### config.mk
export PLATFORM = sky130hd
export DESIGN_NAME = uart_tx_buffered
export DESIGN_NICKNAME = d
export VERILOG_FILES = /design/src/rtl/uart_tx_buffered.sv
export SDC_FILE = /design/constraint.sdc
export NUM_CORES = 1
export LEC_CHECK = 0
export ABC_AREA = 1
export CELL_PAD_IN_SITES_DETAIL_PLACEMENT = 2
export CELL_PAD_IN_SITES_GLOBAL_PLACEMENT = 2
export CORE_UTILIZATION = 38
export DETAILED_ROUTE_END_ITERATION = 8
export PLACE_DENSITY_LB_ADDON = 0.1
export SETUP_SLACK_MARGIN = 0.5
export SLEW_MARGIN = 20
export SYNTH_ARGS = -nofsm -noshare
export SYNTH_HDL_FRONTEND = slang
export SYNTH_SLANG_ARGS = --single-unit
### constraint.sdc
create_clock -name clk -period 2.5 [get_ports clk]
set_input_delay 0.375 -clock clk [delete_from_list [all_inputs] [get_ports clk]]
set_output_delay 0.375 -clock clk [all_outputs]
set_load 0.01 [all_outputs]
### src/rtl/uart_tx_buffered.sv
// Purpose : buffered 8N1 UART transmitter; bytes enter a DEPTH-entry FIFO and leave LSB-first on tx.
// Latency : a byte accepted at edge N on an idle, enabled, empty transmitter drives the start bit after edge N+1.
// Backpres: in_ready = !full; a full FIFO refuses a push even on an edge where the serializer pops.
//
// Ports:
//   clk      - single system clock, rising edge
//   rst_n    - asynchronous active-low reset; abandons any frame in flight, tx returns high at once
//   enable   - gates frame starts only; a frame already started always completes
//   in_data  - byte to transmit
//   in_valid - producer presents in_data
//   in_ready - FIFO has room this cycle
//   tx       - serial line, idles high, registered
//   busy     - frame in progress or FIFO non-empty
module uart_tx_buffered #(
    parameter int CLOCK_RATE = 20000000,
    parameter int BAUD_RATE  = 9600,
    parameter int DEPTH      = 4
) (
    input  logic       clk,
    input  logic       rst_n,
    input  logic       enable,
    input  logic [7:0] in_data,
    input  logic       in_valid,
    output logic       in_ready,
    output logic       tx,
    output logic       busy
);

    // Bit period in clock cycles (truncating division).
    localparam int DIV = CLOCK_RATE / BAUD_RATE;
    // Guard keeps the counter at least one bit wide for degenerate DIV=1.
    localparam int CW  = (DIV > 1) ? $clog2(DIV) : 1;
    localparam int PW  = $clog2(DEPTH);

    localparam logic [CW-1:0] BAUD_LAST = CW'(DIV - 1);
    localparam logic [PW:0]   FULL_CNT  = (PW + 1)'(DEPTH);

    typedef enum logic [1:0] {
        IDLE  = 2'd0,
        START = 2'd1,
        DATA  = 2'd2,
        STOP  = 2'd3
    } state_t;

    // ------------------------------------------------------------------
    // Byte FIFO
    // ------------------------------------------------------------------
    logic [7:0]    mem [DEPTH];
    logic [PW-1:0] wr_ptr;
    logic [PW-1:0] rd_ptr;
    logic [PW:0]   count;
    logic          push;
    logic          pop;
    logic          fifo_empty;
    logic [7:0]    head_dat;

    assign in_ready   = (count != FULL_CNT);
    assign fifo_empty = (count == '0);
    assign push       = in_valid & in_ready;
    assign head_dat   = mem[rd_ptr];

    // Pointers are exactly PW bits, so they wrap modulo DEPTH on their own.
    always_ff @(posedge clk or negedge rst_n) begin
        if (!rst_n) begin
            wr_ptr <= '0;
            rd_ptr <= '0;
            count  <= '0;
        end else begin
            if (push) begin
                wr_ptr <= wr_ptr + 1'b1;
            end
            if (pop) begin
                rd_ptr <= rd_ptr + 1'b1;
            end
            // Simultaneous push and pop leave the occupancy unchanged.
            if (push && !pop) begin
                count <= count + 1'b1;
            end else if (pop && !push) begin
                count <= count - 1'b1;
            end
        end
    end

    // Storage needs no reset: an entry is only read after being written.
    // A pop never targets the slot being written, because a pop requires
    // a non-empty FIFO and a push requires a non-full one.
    always_ff @(posedge clk) begin
        if (push) begin
            mem[wr_ptr] <= in_data;
        end
    end

    // ------------------------------------------------------------------
    // Serializer
    // ------------------------------------------------------------------
    state_t        state;
    state_t        state_nxt;
    logic [CW-1:0] baud_cnt;
    logic [CW-1:0] baud_nxt;
    logic [2:0]    bit_idx;
    logic [2:0]    bit_nxt;
    logic [7:0]    shift;
    logic [7:0]    shift_nxt;
    logic          tx_nxt;
    logic          bit_done;
    logic          can_start;

    assign bit_done  = (baud_cnt == BAUD_LAST);
    // enable only matters where a new frame could begin.
    assign can_start = !fifo_empty && enable;

    always_ff @(posedge clk or negedge rst_n) begin
        if (!rst_n) begin
            state    <= IDLE;
            baud_cnt <= '0;
            bit_idx  <= '0;
            shift    <= '0;
            tx       <= 1'b1;
        end else begin
            state    <= state_nxt;
            baud_cnt <= baud_nxt;
            bit_idx  <= bit_nxt;
            shift    <= shift_nxt;
            tx       <= tx_nxt;
        end
    end

    // tx_nxt always carries the level of the bit the next cycle belongs to,
    // so the line comes straight from a flop with no decode glitches.
    always_comb begin
        state_nxt = state;
        baud_nxt  = baud_cnt;
        bit_nxt   = bit_idx;
        shift_nxt = shift;
        tx_nxt    = tx;
        pop       = 1'b0;

        case (state)
            IDLE: begin
                baud_nxt = '0;
                bit_nxt  = '0;
                tx_nxt   = 1'b1;
                if (can_start) begin
                    pop       = 1'b1;
                    shift_nxt = head_dat;
                    tx_nxt    = 1'b0;
                    state_nxt = START;
                end
            end

            START: begin
                if (bit_done) begin
                    baud_nxt  = '0;
                    bit_nxt   = '0;
                    tx_nxt    = shift[0];
                    state_nxt = DATA;
                end else begin
                    baud_nxt = baud_cnt + 1'b1;
                end
            end

            DATA: begin
                if (bit_done) begin
                    baud_nxt = '0;
                    if (bit_idx == 3'd7) begin
                        tx_nxt    = 1'b1;
                        state_nxt = STOP;
                    end else begin
                        // Next bit is shift[1]; it becomes shift[0] after the shift.
                        shift_nxt = {1'b0, shift[7:1]};
                        tx_nxt    = shift[1];
                        bit_nxt   = bit_idx + 3'd1;
                    end
                end else begin
                    baud_nxt = baud_cnt + 1'b1;
                end
            end

            STOP: begin
                if (bit_done) begin
                    baud_nxt = '0;
                    if (can_start) begin
                        // Chain straight into the next start bit: no idle gap.
                        pop       = 1'b1;
                        shift_nxt = head_dat;
                        tx_nxt    = 1'b0;
                        state_nxt = START;
                    end else begin
                        tx_nxt    = 1'b1;
                        state_nxt = IDLE;
                    end
                end else begin
                    baud_nxt = baud_cnt + 1'b1;
                end
            end

            default: begin
                baud_nxt  = '0;
                bit_nxt   = '0;
                tx_nxt    = 1'b1;
                state_nxt = IDLE;
            end
        endcase
    end

    assign busy = (state != IDLE) || (count != '0);

endmodule

==> results.md, run 1 <==
- Layout Nets: 402
- Rel. slew slack: 68.86%
- Lkg Pwr: 1.714 nW
- Post-synthesis cell type count: 29
- DP Area: 3452 um2
- Synth Area per Inst: approximately 9.5 um2
- PwrDens: 1213 nW/um2
- GRT Util Overall: between 20 and 25%
- Switch share: 40.06%
- Die Height: 93.04 um
- Sink Count: 65
- Share of layout cells above drive strength 1: 20.84%
- Slew @ Worst Pin: about 0.47 ns
- Mapped Area: around 3100 um2
- Root Buffer: clkbuf_8
- CTS tree: done
- Initial Utilization: 39.93%
- WP data required: 2.73 ns
- Number of fillers in the final layout: 821
- Critical path arrival: ~2.2 ns
- Core ar.: ~8000 um2
- Antenna violations before repair: 0
- Net count after synthesis: 360
- Crit path kind: flip-flop to flip-flop
- Port bufs: 14
- First-pass GRT wire length: 14280 um
- Clk Latency, worst-skew pair: 0.34 ns
- # H-tree levels: 3
- Crit start category: flip-flop
- Via density: roughly 5
- Setup_tns: 0 ns
- Mapped Cells: 332
- F_max: roughly 500 MHz
- Worst Skew: 0.007722 ns
- Register area: 1789 um2
- Drt pass-1 iters: 4
- CP endpoint kind: flip-flop
- Status: finished, final reports clean
- Detailed Place HPWL: 5609 um
- Worst Hold Margin: between 0.4 and 0.5 ns
- # DRC: 0
- DR WL/cell: 17.82 um
- Slew Viols, Final: 0
- Core Rows: 32
- Vias in the first global route: between 2000 and 3000
- IO Count: 15
- Die extent in x: 93.04 um
- Total Die Area: 8656 um2
- Area occupied by multi-input gates: 1294 um2
- Via count: 2448
- Clk pwr share: about a quarter
- Clk buf depth: 2
- Final instance area: 3892 um2
- Fin crit share: 80.17%
- Largest net degree at the start of global routing: 34
- Peak supply drop: 0.5193 mV
- Comb pwr share: around 42%
- Internal power: between 0.002 and 0.003 W
- Min cycle time layout: between 2 and 2.5 ns
- Clock-pin slew on the worst setup and hold paths: 0.08 ns
- RSZ-0062 raised after global routing: true
- Worst-path fanout max: 2
- Sequential element share of the synthesized area: 56.77%
- Num CTS Buffers: 9
- ANT cells: 0
- Max Cap Violations: 0
- Setup violators final: 0
- Worst hold path type: input pin to asynchronous set/reset pin
- 1st-iter DRT viols: 63
- Global route total overflow: 0
- Post-DRT Antenna Nets: 0
- Final wirelength: 8573 um
- FF+latch count, synth: 65
- Area grow syn2layout: 23.60%
- GPL Wtd Cong: 0.7007
- Count of final hold-check violations: 0
- Part of the power in registers: 34.1%
- Synth warn: 0
- Switching power: 0.001891 W
==> critical path: stages, from the launching register on <==
cell and delay, ns:
dfrtp_1 0.41, inv_2 0.10, ha_4 0.14, nand3_4 0.07, nor2_4 0.10, nand3_2 0.07
nand2_2 0.11, nand3_4 0.09, ha_4 0.17, inv_4 0.05, fa_2 0.42, nor2_1 0.10
a21oi_1 0.05
==> final timing paths <==
kind,end,slack [ns],from,depth (start not counted)
worst max-delay path,count[1]$_DFFE_PN0P_,0.50,baud_cnt[0]$_DFF_PN0_,12
worst min-delay path,baud_cnt[5]$_DFF_PN0_,0.45,rst_n,2
worst max register to register,count[1]$_DFFE_PN0P_,0.50,baud_cnt[0]$_DFF_PN0_,12
worst min register to register,shift[1]$_DFFE_PN0P_,0.48,shift[1]$_DFFE_PN0P_,2
max in group asynchronous,state[0]$_DFFE_PN0P_,1.69,rst_n,2
min in group clk,shift[1]$_DFFE_PN0P_,0.48,shift[1]$_DFFE_PN0P_,2
==> placed cells by master, fill, tap and decap left out, types with 2 or more instances in the layout <==
cell and count:
nor3b_1 3, edfxtp_1 32, inv_2 12, dfrtp_1 31, clkdlybuf4s50_1 13, nand2_2 4, bufinv_16 3, nand2_4 3
nand3_4 2, nand2_1 97, nor2_2 2, nand4_1 4, ha_1 11, xor2_1 5, o21ai_0 6, nand3_1 36
or2_2 2, ha_4 2, buf_4 23, inv_1 18, clkbuf_8 9, nor2_1 23, nor2_4 2, ha_2 2
clkinv_4 3, a21oi_1 12, o21ai_1 6
==> power by group through the flow <==
stage	clock network [W]	registers (W)	logic, W
global route	0.00119	0.00164	0.00225
finish	0.00112	0.00161	0.00199
CTS	0.00115	0.00161	0.00194
global placement	0	0.00163	0.00162
floorplan	0	0.00157	0.00119
detailed placement	0	0.00164	0.00171
==> registers in the layout, indices dropped and copies added (netlist names) <==
register,cells
baud_cnt,12
bit_idx,3
count,3
mem,32
rd_ptr,2
shift,8
state,2
tx,1
wr_ptr,2
==> Yosys cell counts <==
| cell | instances | area [um2] |
|---|---|---|
| nor2_2 | 2 | 12.51 |
| nor2_4 | 2 | 22.52 |
| inv_2 | 7 | 26.28 |
| ha_1 | 15 | 187.7 |
| nor3_2 | 1 | 10.01 |
| nand2_4 | 2 | 22.52 |
| dfrtp_1 | 32 | 800.8 |
| nor2_1 | 23 | 86.33 |
| nor3b_1 | 3 | 22.52 |
| buf_2 | 4 | 20.02 |
| o21ai_0 | 7 | 35.03 |
| nand3_1 | 38 | 190.2 |
| a21oi_4 | 1 | 16.27 |
| inv_1 | 24 | 90.09 |
| nand4_1 | 4 | 25.02 |
| o21ai_1 | 5 | 25.02 |
| xor2_1 | 5 | 43.79 |
| a21oi_1 | 13 | 65.06 |
| o21ai_2 | 1 | 8.760 |
| fa_1 | 1 | 20.02 |
| edfxtp_1 | 32 | 960.9 |
| nand2_1 | 101 | 379.1 |
| nand3_2 | 1 | 10.01 |
| dfstp_2 | 1 | 26.28 |
| nand2_2 | 1 | 6.260 |
| clkbuf_1 | 2 | 7.510 |
| or2_2 | 2 | 12.51 |
| xnor2_1 | 1 | 8.760 |
| o21a_1 | 1 | 7.510 |
==> logic make-up after synthesis <==
group	after synthesis	share of synthesized area [%]
fa+ha+maj	16	6.595
compound gates	28	5.006
xor+xnor	6	1.669
simple gates	180	25.39
flops	65	56.77
buf+inv	37	4.569
==> through the flow <==
stage / utilization [%] / power (W) / setup WS [ns] / instances
2_1_floorplan: - / 0.002766 / 0.4874 / 332
4_1_cts: 48.64 / 0.004699 / 0.4677 / 477
3_3_place_gp: 43.77 / 0.003250 / 0.3357 / 450
6_report: 49.35 / 0.004721 / 0.4959 / 481
3_5_place_dp: 43.77 / 0.003350 / 0.2570 / 450
5_1_grt: 49.35 / 0.005079 / 0.4002 / 481
==> final cells by class <==
class | instances | share of cell area, %
clock buffer | 9 | 3.182
clock inverter | 7 | 3.279
inverter | 31 | 3.054
multi-input combinational | 230 | 33.24
sequential | 65 | 45.97
tap | 102 | 3.279
timing repair buffer | 37 | 8.004
==> routing by layer <==
metal / vias up / GRT usage [%] / share of wire, %
li1: 1173 / - / -
met1: 1241 / 25.55 / 43
met2: 22 / 41.79 / 54
met3: 12 / 3.171 / 1.3
met4: 0 / 7.308 / 1.2
met5: - / 0 / 0
==> repair_timing <==
action / CTS / global route
buffers inserted: 11 / 4
gates resized for setup: 17 / 8
setup endpoints to repair: 6 / 10
pin swaps: 9 / 5
hold buffers: 0 / 0
cloned: 0 / 0
(Power assumes the default switching activity.)
==> run 2: changes to the inputs <==
clock period = 2.06 ns   (was 2.5 ns; I/O delays follow)
==> results.md, run 2 (synthesis gave the netlist of run 1 again) <==
- CTS tree: done
- Switching power: 0.003196 W (+69%)
- Drt pass-1 iters: 4 (unchanged)
- DR WL/cell: 25.65 um (+44%)
- Crit path kind: flip-flop to flip-flop
- Internal power: 0.003924 W (+39%)
- Critical path arrival: 2.41 ns (+0.17 ns)
- Most flop-heavy register: mem
- Setup violators final: 3 (+3)
- Commonest cells after routing, fill and taps aside: nand2_1, buf_4, nand3_1
- Global route total overflow: 0 (unchanged)
- Placed Cells: 459 (+2.0%)
- Commonest non-fill, non-tap cell in the layout: nand2_1
- # H-tree levels: 3 (unchanged)
- Max Cap Violations: 0 (unchanged)
- Fin cells: 517 (+7.5%)
- Number of fillers in the final layout: 776 (-5.5%)
- Largest net degree at the start of global routing: 34 (unchanged)
- Lkg Pwr: 1.921 nW (+12%)
- Clock-pin slew on the worst setup and hold paths: 0.09 ns (about the same)
- Min cycle time layout: 2.148 ns (+0.1436 ns)
- Die extent in x: 93.04 um (unchanged)
- Crit start category: flip-flop
- Die Height: 93.04 um (unchanged)
- GRT Util Overall: 25.82% (+3.6 points)
- CP endpoint kind: flip-flop
- Slew Viols, Final: 0 (unchanged)
- Critical path origin: baud_cnt[0]$_DFF_PN0_
- Vias in the first global route: 3017 (+6.9%)
- Worst Hold Margin: 0.3631 ns (-0.08270 ns)
- Met1 usage in global routing: 29.48% (+3.9 points)
- Crit-path cells: inv_2, ha_4, nand3_4, nor2_4, nand3_4, nand2_4, nand3_4, ha_4, inv_4, fa_2, nor2_4, a21oi_2
- Sink Count: 65 (unchanged)
- Peak supply drop: 1.012 mV (+95%)
- Most frequent CP cell: nand3_4
- RSZ-0062 raised after global routing: true
- # DRC: 0 (unchanged)
- GRT Max-Usage Layer: met2
- Antenna violations before repair: 0 (unchanged)
- Reg2reg start: baud_cnt[0]$_DFF_PN0_
- Worst hold path type: input pin to asynchronous set/reset pin
- CP bufs+invs: 2 (unchanged)
- Count of final hold-check violations: 0 (unchanged)
- Rel. slew slack: 66.99% (-1.9 points)
- Met2 usage: 48.47% (+6.7 points)
- GPL Wtd Cong: 0.7273 (+3.8%)
- 1st-iter DRT viols: 142 (+130%)
- F_max: 465.6 MHz (-6.7%)
- Slew @ Worst Pin: 0.4952 ns (+0.02814 ns)
- Clk pwr share: 18.4% (-5.4 points)
- Num CTS Buffers: 9 (unchanged)
- Via count: 2813 (+15%)
- Via density: 5.441 (+6.9%)
- Worst-path fanout max: 2 (unchanged)
- Worst Skew: 0.01158 ns (+0.003856 ns)
- Failing checks: negative setup slack
- Clk Latency, worst-skew pair: 0.37 ns (+0.03 ns)
- Met3 Track Usage GR: 5.041% (+1.9 points)
- Area grow syn2layout: 40.92%
- Initial Utilization: 39.93% (unchanged)
- Part of the power in registers: 28.2% (-5.9 points)
- Share of layout cells above drive strength 1: 39.28% (+18 points)
- Core ar.: 7888 um2 (unchanged)
- ANT cells: 0 (unchanged)
- Status: finished with violations
- Switch share: 44.89% (+4.8 points)
- Slowest CP cell: fa_2
- Flip-flop count of the largest register after layout: 32 (unchanged)
- Detailed Place HPWL: 5767 um (+2.8%)
- First-pass GRT wire length: 16410 um (+15%)
- Util after Layout: 56.27% (+6.9 points)
- Root Buffer: clkbuf_8
- Fin crit share: 104.3% (+24 points)
- Crit-path leading delay family: adder cells
- Clk buf depth: 2 (unchanged)
- Post-DRT Antenna Nets: 0 (unchanged)
- PwrDens: 1604 nW/um2 (+32%)
- Total Die Area: 8656 um2 (unchanged)
- Core Rows: 32 (unchanged)
- Setup WS post-layout: -0.08779 ns (-0.5836 ns)
- CTS Hold Bufs: 0 (unchanged)
- WP data required: 2.32 ns (-0.41 ns)
- IO Count: 15 (unchanged)
- Top Registers: mem (32), baud_cnt (12), shift (8)
- Final wirelength: 13260 um (+55%)
- Layout Nets: 438 (+9.0%)
- Biggest cell delay along the critical path: 0.46 ns (+0.04 ns)
- Comb pwr share: 53.4% (+11 points)
- Port bufs: 14 (unchanged)
## run 2: power by group through the flow
stage / clock network [W] / logic, W / registers (W)
after global routing: 0.00138 / 0.00404 / 0.00203
after floorplan: 0 / 0.00150 / 0.00192
after CTS: 0.00128 / 0.00289 / 0.00194
after global placement: 0 / 0.00213 / 0.00195
final: 0.00131 / 0.00380 / 0.00201
after detailed placement: 0 / 0.00228 / 0.00197
## run 2: worst paths after layout
path	slack (ns)	endpoint	cells past startpoint
max	-0.09	count[1]$_DFFE_PN0P_	12
min	0.36	baud_cnt[2]$_DFF_PN0_	2
max in group asynchronous	1.33	count[0]$_DFFE_PN0P_	2
max reg2reg	-0.09	count[1]$_DFFE_PN0P_	12
min reg2reg	0.54	shift[0]$_DFFE_PN0P_	2
min in group clk	0.54	shift[0]$_DFFE_PN0P_	2
## run 2: area by class of cell
cell class	count	area [um2]	share of cell area, %
Tap cell	102	127.6	2.876
Sequential cell	65	1790	40.34
Clock inverter	7	102.6	2.312
Inverter	31	123.9	2.791
Multi-Input combinational cell	230	1564	35.24
Timing Repair Buffer	73	605.6	13.65
Clock buffer	9	123.9	2.791
## run 2: per-stage QoR
stage	worst slack, ns	instance area (um2)	setup TNS (ns)	total power [W]
after floorplan	0.1424	3199	0	0.003418
after global placement	0.08892	3567	0	0.004085
after detailed placement	-0.04001	3567	-0.04001	0.004247
after CTS	0.05632	4099	0	0.006106
after global routing	-0.1515	4438	-0.2849	0.007448
final	-0.08779	4438	-0.1451	0.007120
## run 2: what timing repair did
| action | CTS | global route |
|---|---|---|
| endpoints found under the setup margin | 26 | 26 |
| pin swaps | 15 | 28 |
| resized for setup | 48 | 52 |
| buffers inserted | 22 | 20 |
## run 2: layer usage
metal  wire (um)  up-vias
li1            -     1252
met3         384       30
met5           0        -
met1        5387     1464
met2        7015       67
met4         472        0
## run 2: worst reg2reg max path, delay by kind of cell (launching register included)
family / cells / cell delay (ns)
AOI/OAI and AO/OA: 1 / 0.04
and+or+nand+nor: 6 / 0.65
buffers and inverters: 2 / 0.13
DFF: 1 / 0.41
adders and majority gates: 3 / 0.79
